==> config.mk <==
export PLATFORM = sky130hd
export DESIGN_NAME = univ_shift_reg
export DESIGN_NICKNAME = d
export VERILOG_FILES = /design/src/rtl/univ_shift_reg.sv
export SDC_FILE = /design/constraint.sdc
export NUM_CORES = 1
export LEC_CHECK = 0
export CAP_MARGIN = 20
export CORE_ASPECT_RATIO = 1.1
export CORE_MARGIN = 1
export CORE_UTILIZATION = 48
export CTS_CLUSTER_DIAMETER = 60
export DETAILED_ROUTE_END_ITERATION = 7
export PLACE_DENSITY = 0.88
export RECOVER_POWER = 100
export SLEW_MARGIN = 30
export SYNTH_ARGS = -nofsm -noshare
export SYNTH_HDL_FRONTEND = slang
export SYNTH_SLANG_ARGS = --single-unit
==> constraint.sdc <==
create_clock -name clk -period 2.3 [get_ports clk]
set_input_delay 0.345 -clock clk [delete_from_list [all_inputs] [get_ports clk]]
set_output_delay 0.345 -clock clk [all_outputs]
set_load 0.01 [all_outputs]
==> src/rtl/univ_shift_reg.sv <==
// Universal shift register: load, shift, rotate, arithmetic shift and clear with
// serial in/out, plus a burst engine that runs a counted sequence of shifts.
//
// state   | meaning
// S_IDLE  | single-step on enable; start requests a burst
// S_BURST | one step of the latched mode per edge until the count is exhausted
module univ_shift_reg #(
    parameter int WIDTH = 8,
    parameter int CW    = $clog2(WIDTH + 1)
) (
    input  logic             clk,
    input  logic             rst_n,
    input  logic             enable,
    input  logic [2:0]       mode,
    input  logic [WIDTH-1:0] pin,
    input  logic             sin_l,
    input  logic             sin_r,
    input  logic             start,
    input  logic [CW-1:0]    count,
    output logic [WIDTH-1:0] pout,
    output logic             sout,
    output logic             busy,
    output logic             done
);

    typedef enum logic [2:0] {
        M_HOLD  = 3'b000,
        M_LOAD  = 3'b001,
        M_SHL   = 3'b010,
        M_SHR   = 3'b011,
        M_ROTL  = 3'b100,
        M_ROTR  = 3'b101,
        M_ASR   = 3'b110,
        M_CLEAR = 3'b111
    } mode_e;

    typedef enum logic {S_IDLE, S_BURST} state_e;

    state_e           state_q;
    mode_e            mode_q;
    logic [CW-1:0]    cnt_q;
    logic [WIDTH-1:0] data_q, data_d;
    logic             sout_q, sout_d;
    logic             busy_q, done_q;
    mode_e            op;
    logic             burst_ok;

    // In BURST the latched mode drives the datapath; live mode is ignored.
    always_comb begin
        op       = (state_q == S_BURST) ? mode_q : mode_e'(mode);
        data_d   = data_q;
        sout_d   = sout_q;
        burst_ok = (count != '0) &&
                   (mode_e'(mode) inside {M_SHL, M_SHR, M_ROTL, M_ROTR, M_ASR});
        case (op)
            M_LOAD:  data_d = pin;
            M_SHL:   begin data_d = {data_q[WIDTH-2:0], sin_r};        sout_d = data_q[WIDTH-1]; end
            M_SHR:   begin data_d = {sin_l, data_q[WIDTH-1:1]};        sout_d = data_q[0];       end
            M_ROTL:  begin data_d = {data_q[WIDTH-2:0], data_q[WIDTH-1]}; sout_d = data_q[WIDTH-1]; end
            M_ROTR:  begin data_d = {data_q[0], data_q[WIDTH-1:1]};    sout_d = data_q[0];       end
            M_ASR:   begin data_d = {data_q[WIDTH-1], data_q[WIDTH-1:1]}; sout_d = data_q[0];    end
            M_CLEAR: data_d = '0;
            default: ;
        endcase
    end

    always_ff @(posedge clk or negedge rst_n) begin
        if (!rst_n) begin
            state_q <= S_IDLE;
            mode_q  <= M_HOLD;
            cnt_q   <= '0;
            data_q  <= '0;
            sout_q  <= 1'b0;
            busy_q  <= 1'b0;
            done_q  <= 1'b0;
        end else begin
            done_q <= 1'b0;
            case (state_q)
                S_IDLE: begin
                    if (start) begin
                        if (burst_ok) begin
                            state_q <= S_BURST;
                            busy_q  <= 1'b1;
                            mode_q  <= mode_e'(mode);
                            cnt_q   <= count;
                        end else begin
                            done_q <= 1'b1;
                        end
                    end else if (enable) begin
                        data_q <= data_d;
                        sout_q <= sout_d;
                    end
                end
                S_BURST: begin
                    data_q <= data_d;
                    sout_q <= sout_d;
                    cnt_q  <= cnt_q - 1'b1;
                    if (cnt_q == CW'(1)) begin
                        state_q <= S_IDLE;
                        busy_q  <= 1'b0;
                        done_q  <= 1'b1;
                    end
                end
                default: state_q <= S_IDLE;
            endcase
        end
    end

    assign pout = data_q;
    assign sout = sout_q;
    assign busy = busy_q;
    assign done = done_q;

endmodule

==> results by group <==
Synthesis
  – Flops & latches, synth: 19
  – Post-Syn Nets: 155
  – Area contributors post-synth: dfrtp_1 (39%), o31ai_1 (5.6%), nand2_1 (5.0%), nor2_1 (4.3%), a221oi_1 (4.3%)
  – Syn. warnings: 0
  – Fraction of registers with async set/reset: 100%
  – Top cell type's share of synthesized area: 39.3%
  – EDFF count, synth: 0
  – Top_reg_cell synth: dfrtp_1
  – Post-Syn Area: 1210 um2
  – Leading area contributor after synthesis: dfrtp_1
  – Seq/Total Area, Yosys: about 39%
  – Syn avg cell area: 9.17 um2
  – Cells after synthesis: approximately 130
  – Unique masters post-synth: 40

Die
  – Core Footprint: 2320 um2
  – Die Area: 2730 um2
  – Ports: 32
  – Starting Density: 52.2%
  – Die height: 54.7 um
  – Die Wd: 49.9 um
  – Site Rows: 18

Finish
  – Post-layout instance area: 1600 um2
  – Final #Nets: 192
  – Final Core Density: 68.9%
  – Synth-to-layout area growth: 32.1%
  – Share of layout cells above drive strength 1: 8.93%
  – # fillers: roughly 190
  – Finished Layout Cells: between 150 and 200
  – Antenna diodes: 0

Setup path
  – CP arrival: between 2 and 2.5 ns
  – CP max FO: 5
  – Endpoint class of the critical path: flop
  – Worst EP required: 2.50 ns
  – WS Path Type: input port to flop
  – CP Launch Type: input port

Global route
  – Antenna violations before repair: 0
  – Global-route usage over all layers: 25.1%
  – First-pass GRT wire length: 5.04 mm
  – Pin count of the biggest net entering global routing: 20
  – GR Overflow Total: 0
  – Vias in the first global route: 1183

STA
  – Worst Max-Slew Pin Slew: 1.05 ns
  – Minimum clock period: roughly 2.2 ns
  – Final setup viols: 0
  – Final Hold Fails: 0
  – Max Slew Vio Count: 0
  – Relative max-transition margin: 29.9%
  – Final worst-path cycle share: 93.6%
  – Fmax: between 0.4 and 0.5 GHz
  – RSZ-0062 raised after global routing: no
  – Setup_tns: 0 ns
  – Clk_skew: 0.00406 ns

Power
  – VDD IR max: 894 uV
  – Tot Pwr: 0.00213 W
  – PD cells: ~1300 nW/um2
  – Leakage: 0.702 nW

CTS
  – Root buffer cell: clkbuf_4
  – Post-CTS setup repair buffer count: 0
  – CTS resizes: 0
  – Htree depth: 1
  – Clock sink count: 19
  – Hold_buf cts: 0
  – CTS tree: built
  – Clk buf depth: 2
  – Clk slew on worst S/H paths: between 0.1 and 0.15 ns
  – Clock latency on the worst-skew pair: 0.30 ns
  – Cts bufs inserted: 3

Flow run
  – Max-cap viol count: 0

Detailed routing
  – Routed WL per cell: about 15 um
  – Detail Route Antenna Nets: 0
  – First-pass iteration count of the detailed router: 4
  – Routed via count: 1176
  – Post-route DRC: 0
  – Routed WL: 2.96 mm
  – Routed vias/inst: just under 6
  – DR iter-0 viols: 24

Hold path
  – Hold Crit Class: flop to flop

Place
  – Placed inst area: 1580 um2
  – Port bufs: 31
  – Routability cong.: ~0.84
  – Placed insts: 194
  – Post-DP HPWL: 2.29 mm

Run status
  – Status: completed
cells in the mapped netlist (all sizes together), types with 3 or more instances:
library cell / n
a21oi: 8
a221oi: 6
clkbuf: 3
inv: 5
mux2i: 4
mux2: 5
buf: 6
o31ai: 9
nand2: 16
nor2: 16
o21ai: 5
dfrtp: 19
path summary, 6_finish.rpt:
check	slack, ns	cells past startpoint	to	from
setup / recovery	0.15	6	cnt_q[1]	mode[1]
hold / removal	0.50	1	busy	busy
setup reg to reg	0.29	5	pout[5]	state_q
hold reg to reg	0.50	1	busy	busy
max in group asynchronous	0.93	2	pout[5]	rst_n
min in group asynchronous	0.73	2	done	rst_n
where the power goes:
group | leakage, nW | total (W) | internal (W) | switching, W
combinational | 0.455 | 0.00122 | 0.000598 | 0.000627
clock | 0.0177 | 0.000171 | 0.0000648 | 0.000106
sequential | 0.229 | 0.000732 | 0.000506 | 0.000226
total | 0.702 | 0.00213 | 0.00117 | 0.000959
logic make-up (layout without fill, tap and decap cells):
group	after synthesis	after routing	share of synthesized area [%]
flip-flops	19	19	39.3
AO/OA/AOI/OAI	42	42	24.5
XOR/XNOR	4	4	2.90
AND/OR/NAND/NOR	42	42	17.3
buffers and inverters	14	50	5.69
adder cells (fa/ha/maj)	2	2	2.07
multiplexers	9	9	8.27
area by class of cell:
type                    instances  area (um2)  share of cell area, %
clock buffers                   3        22.5                   1.41
multi-input cells              99         657                   41.1
clock inverters                 1        5.00                  0.313
well taps                      30        37.5                   2.35
flip-flops and latches         19         475                   29.8
inverters                       5        18.8                   1.17
repair buffers                 41         382                   23.9
registers in the layout, indices dropped and copies added, names as in the netlist:
name / flops
pout: 8
cnt_q: 4
mode_q: 3
busy: 1
done: 1
sout: 1
state_q: 1
critical path, stage by stage:
cell,delay [ns]
dlygate4sd3_1,0.59
and3_1,0.22
or4b_1,0.67
mux2_1,0.39
nor2_2,0.09
a21oi_1,0.05
cell usage in the layout, fill, tap and decap left out, drive strengths merged, types with 2 or more instances in the layout:
cell type / synthesis / final
dfrtp: 19 / 19
clkdlybuf4s50: 0 / 18
nand2: 16 / 16
nor2: 16 / 16
dlygate4sd3: 0 / 13
o31ai: 9 / 9
buf: 6 / 9
a21oi: 8 / 8
a221oi: 6 / 6
inv: 5 / 5
o21ai: 5 / 5
mux2: 5 / 5
mux2i: 4 / 4
clkbuf: 3 / 4
nor4: 2 / 2
a21o: 2 / 2
o311ai: 2 / 2
nand3: 2 / 2
xor2: 2 / 2
a211oi: 2 / 2
xnor2: 2 / 2
o211ai: 2 / 2
ha: 2 / 2
routing by layer:
layer	vias to the layer above	routed length [um]	GRT usage, %
met1	557	1220	27.6
li1	558	-	-
met3	9	169	3.89
met5	-	0	0
met2	52	1490	47.7
met4	0	85	12.4
through the flow:
step	setup slack (ns)	hold slack [ns]
3_5_place_dp	-0.0442	0.486
5_1_grt	0.0707	0.539
6_report	0.147	0.503
3_3_place_gp	0.0229	0.484
2_1_floorplan	0.450	0.0494
4_1_cts	0.284	0.374
Power figures use the tool's default switching activity.
==> patch: new RTL, config.mk and constraints unchanged <==
Set the parameter `WIDTH` to 16 (it was 8).
--- a/src/rtl/univ_shift_reg.sv
+++ b/src/rtl/univ_shift_reg.sv
@@ -7,3 +7,3 @@
 module univ_shift_reg #(
-    parameter int WIDTH = 8,
+    parameter int WIDTH = 16,
     parameter int CW    = $clog2(WIDTH + 1)
Ports: changed (resized count, pin and pout); port bits go from 32 to 49. No check against the original RTL was run, so the function may have changed too.
==> patch against the original RTL <==
  * Critical path depth down 1
  * Design area increased by 42%
  * Wire length rose by 43%
  * Global-route usage down 0.94 points
  * Worst setup slack gained 0.12 ns
  * Critical endpoint is now mode_q[1]
  * Sequential share of layout area increased by 1.2 points
  * Critical path type unchanged
  * The flow now finishes with violations (max-capacitance violations, max-slew violations)
  * Power increased by 69%
  * Area after synthesis is 44% higher
  * Synthesized cell count up 39%
  * Sequential cell count up 9
  * Die area grew 42%
  * Combinational power up 89%
==> patch: results (changes against the original RTL) <==
Cells and area
  • Final nets: 262 (+36%)
  • Max reg flops: 16 (+8)
  • Cell Count, Final, Fillers Out: 277 (+40%)
  • Share of cells above drive strength 1: 10.5% (+1.6 points)

Placement
  • Pre-CTS setup slack: 0.0428 ns (+0.0870 ns)
  • Dpl cell area: 0.00223 mm² (+41%)
  • IO Port Bufs: 48 (+55%)
  • Final HPWL DP: 3080 µm (+35%)
  • Dpl cells: 273 (+41%)
  • GPL Wtd Cong: 0.927 (+10%)

Global routing
  • Number of global-route vias before repair: 1618 (+37%)
  • Pin count of the biggest net entering global routing: 33 (+65%)
  • First-pass GRT wire length: 7160 µm (+42%)
  • GRT Total Usage: 24.2% (-0.94 points)
  • Initial antenna violation count: 0 (unchanged)

Yosys
  • Mux share of post-synthesis cell area: 4.96% (-3.3 points)
  • Complex-gate fraction of the synthesized area: 27.5% (+3.0 points)
  • Post-Synth Adder-Cell Area: 1.44% (-0.63 points)
  • Number of library cell types mapped by synthesis: 47 (+18%)
  • Post-synth net total: 215 (+39%)
  • Top cells by count, synth: dfrtp_1 (28), nand2_1 (24), nor2_1 (20), a221oi_1 (16), o31ai_1 (16)
  • Post-Synth XOR/XNOR Area: 2.95% (+0.052 points)
  • Seq/Total Area, Yosys: 40.3% (+0.96 points)
  • Area contributors post-synth: dfrtp_1 (40%), a221oi_1 (8.1%), o31ai_1 (6.9%), nand2_1 (5.2%), nor2_1 (4.3%)
  • Cells after synthesis: 183 (+39%)

Detailed routing
  • Vias: 1614 (+37%)
  • 1st-iter DRT viols: 73 (+200%)
  • Final wirelength: 4220 µm (+43%)

Worst setup path
  • Crit path DAT: 2.27 ns (-0.08 ns)
  • Slowest CP cell: dlygate4sd3_1
  • Max Fanout on Critical Path: 8 (+3)
  • CP peak stage delay: 0.65 ns (-0.02 ns)

Clock tree
  • CTS max path bufs: 2 (unchanged)
  • Clock latency on the worst-skew pair: 0.32 ns (+0.02 ns)
  • Clock slew at reported path FFs: 0.15 ns (+0.04 ns)
  • Num CTS Buffers: 3 (unchanged)
  • # Post-CTS Setup Buffers: 0 (unchanged)

Outcome
  • Status: finished with violations
  • Failing checks: max-capacitance violations, max-slew violations

Worst hold path
  • Worst min-delay path category: reg -> reg

STA
  • Final Max Slew Viols: 29 (+29)
  • Slew @ Worst Pin: 1.52 ns (+0.465 ns)
  • Max Clock Skew: 0.00181 ns (-0.00225 ns)

Power
  • Max VDD drop: 0.708 mV (-21%)
  • Int Pwr: 1.95 mW (+67%)
  • Leak pwr: 0.931 nW (+33%)

Job
  • # Max-Cap Violations: 1 (+1)
-- patch: changes by cell type after synthesis, moves of 3 or more --
cell | before | now
o31ai_1 | 9 | 16
a221oi_1 | 6 | 16
buf_4 | 1 | 6
buf_2 | 4 | 1
dfrtp_1 | 19 | 28
nor2_1 | 14 | 20
nand2_1 | 16 | 24
-- patch: worst paths after layout --
kind | start | slack (ns) | to | cells past startpoint
worst max-delay path | mode[1] | 0.27 | mode_q[1] | 5
worst min-delay path | busy | 0.51 | busy | 1
worst max register to register | state_q | 0.29 | mode_q[1] | 4
worst min register to register | busy | 0.51 | busy | 1
max in group asynchronous | rst_n | 0.54 | pout[9] | 2
min in group asynchronous | rst_n | 0.89 | cnt_q[3] | 2
-- patch: power groups by stage --
stage | logic (mW) | clock network (mW) | registers [mW]
2_1_floorplan | 1.70 | 0 | 1.06
3_3_place_gp | 2.31 | 0 | 1.06
3_5_place_dp | 2.38 | 0 | 1.06
4_1_cts | 2.38 | 0.243 | 1.06
5_1_grt | 2.56 | 0.267 | 1.09
6_report | 2.31 | 0.242 | 1.05
-- patch: layout make-up --
cell class | instances | area [µm²]
Tap cell | 48 | 60.1
Multi-Input combinational cell | 138 | 930
Sequential cell | 28 | 701
Clock buffer | 4 | 36.3
Inverter | 5 | 18.8
Timing Repair Buffer | 54 | 517
Fill cell | 258 | 1120
-- patch: layer usage --
metal	up-vias	track usage, %	part of all wire (%)
li1	774	-	-
met1	786	30.6	45
met2	52	41.0	50
met3	2	4.72	5.0
met4	0	7.44	0.43
met5	-	0	0
-- patch: worst max-delay path, delay by kind of cell --
| family | cells | cell delay (ns) |
|---|---|---|
| buf+inv | 1 | 0.65 |
| simple gates | 3 | 0.89 |
| mux | 1 | 0.38 |
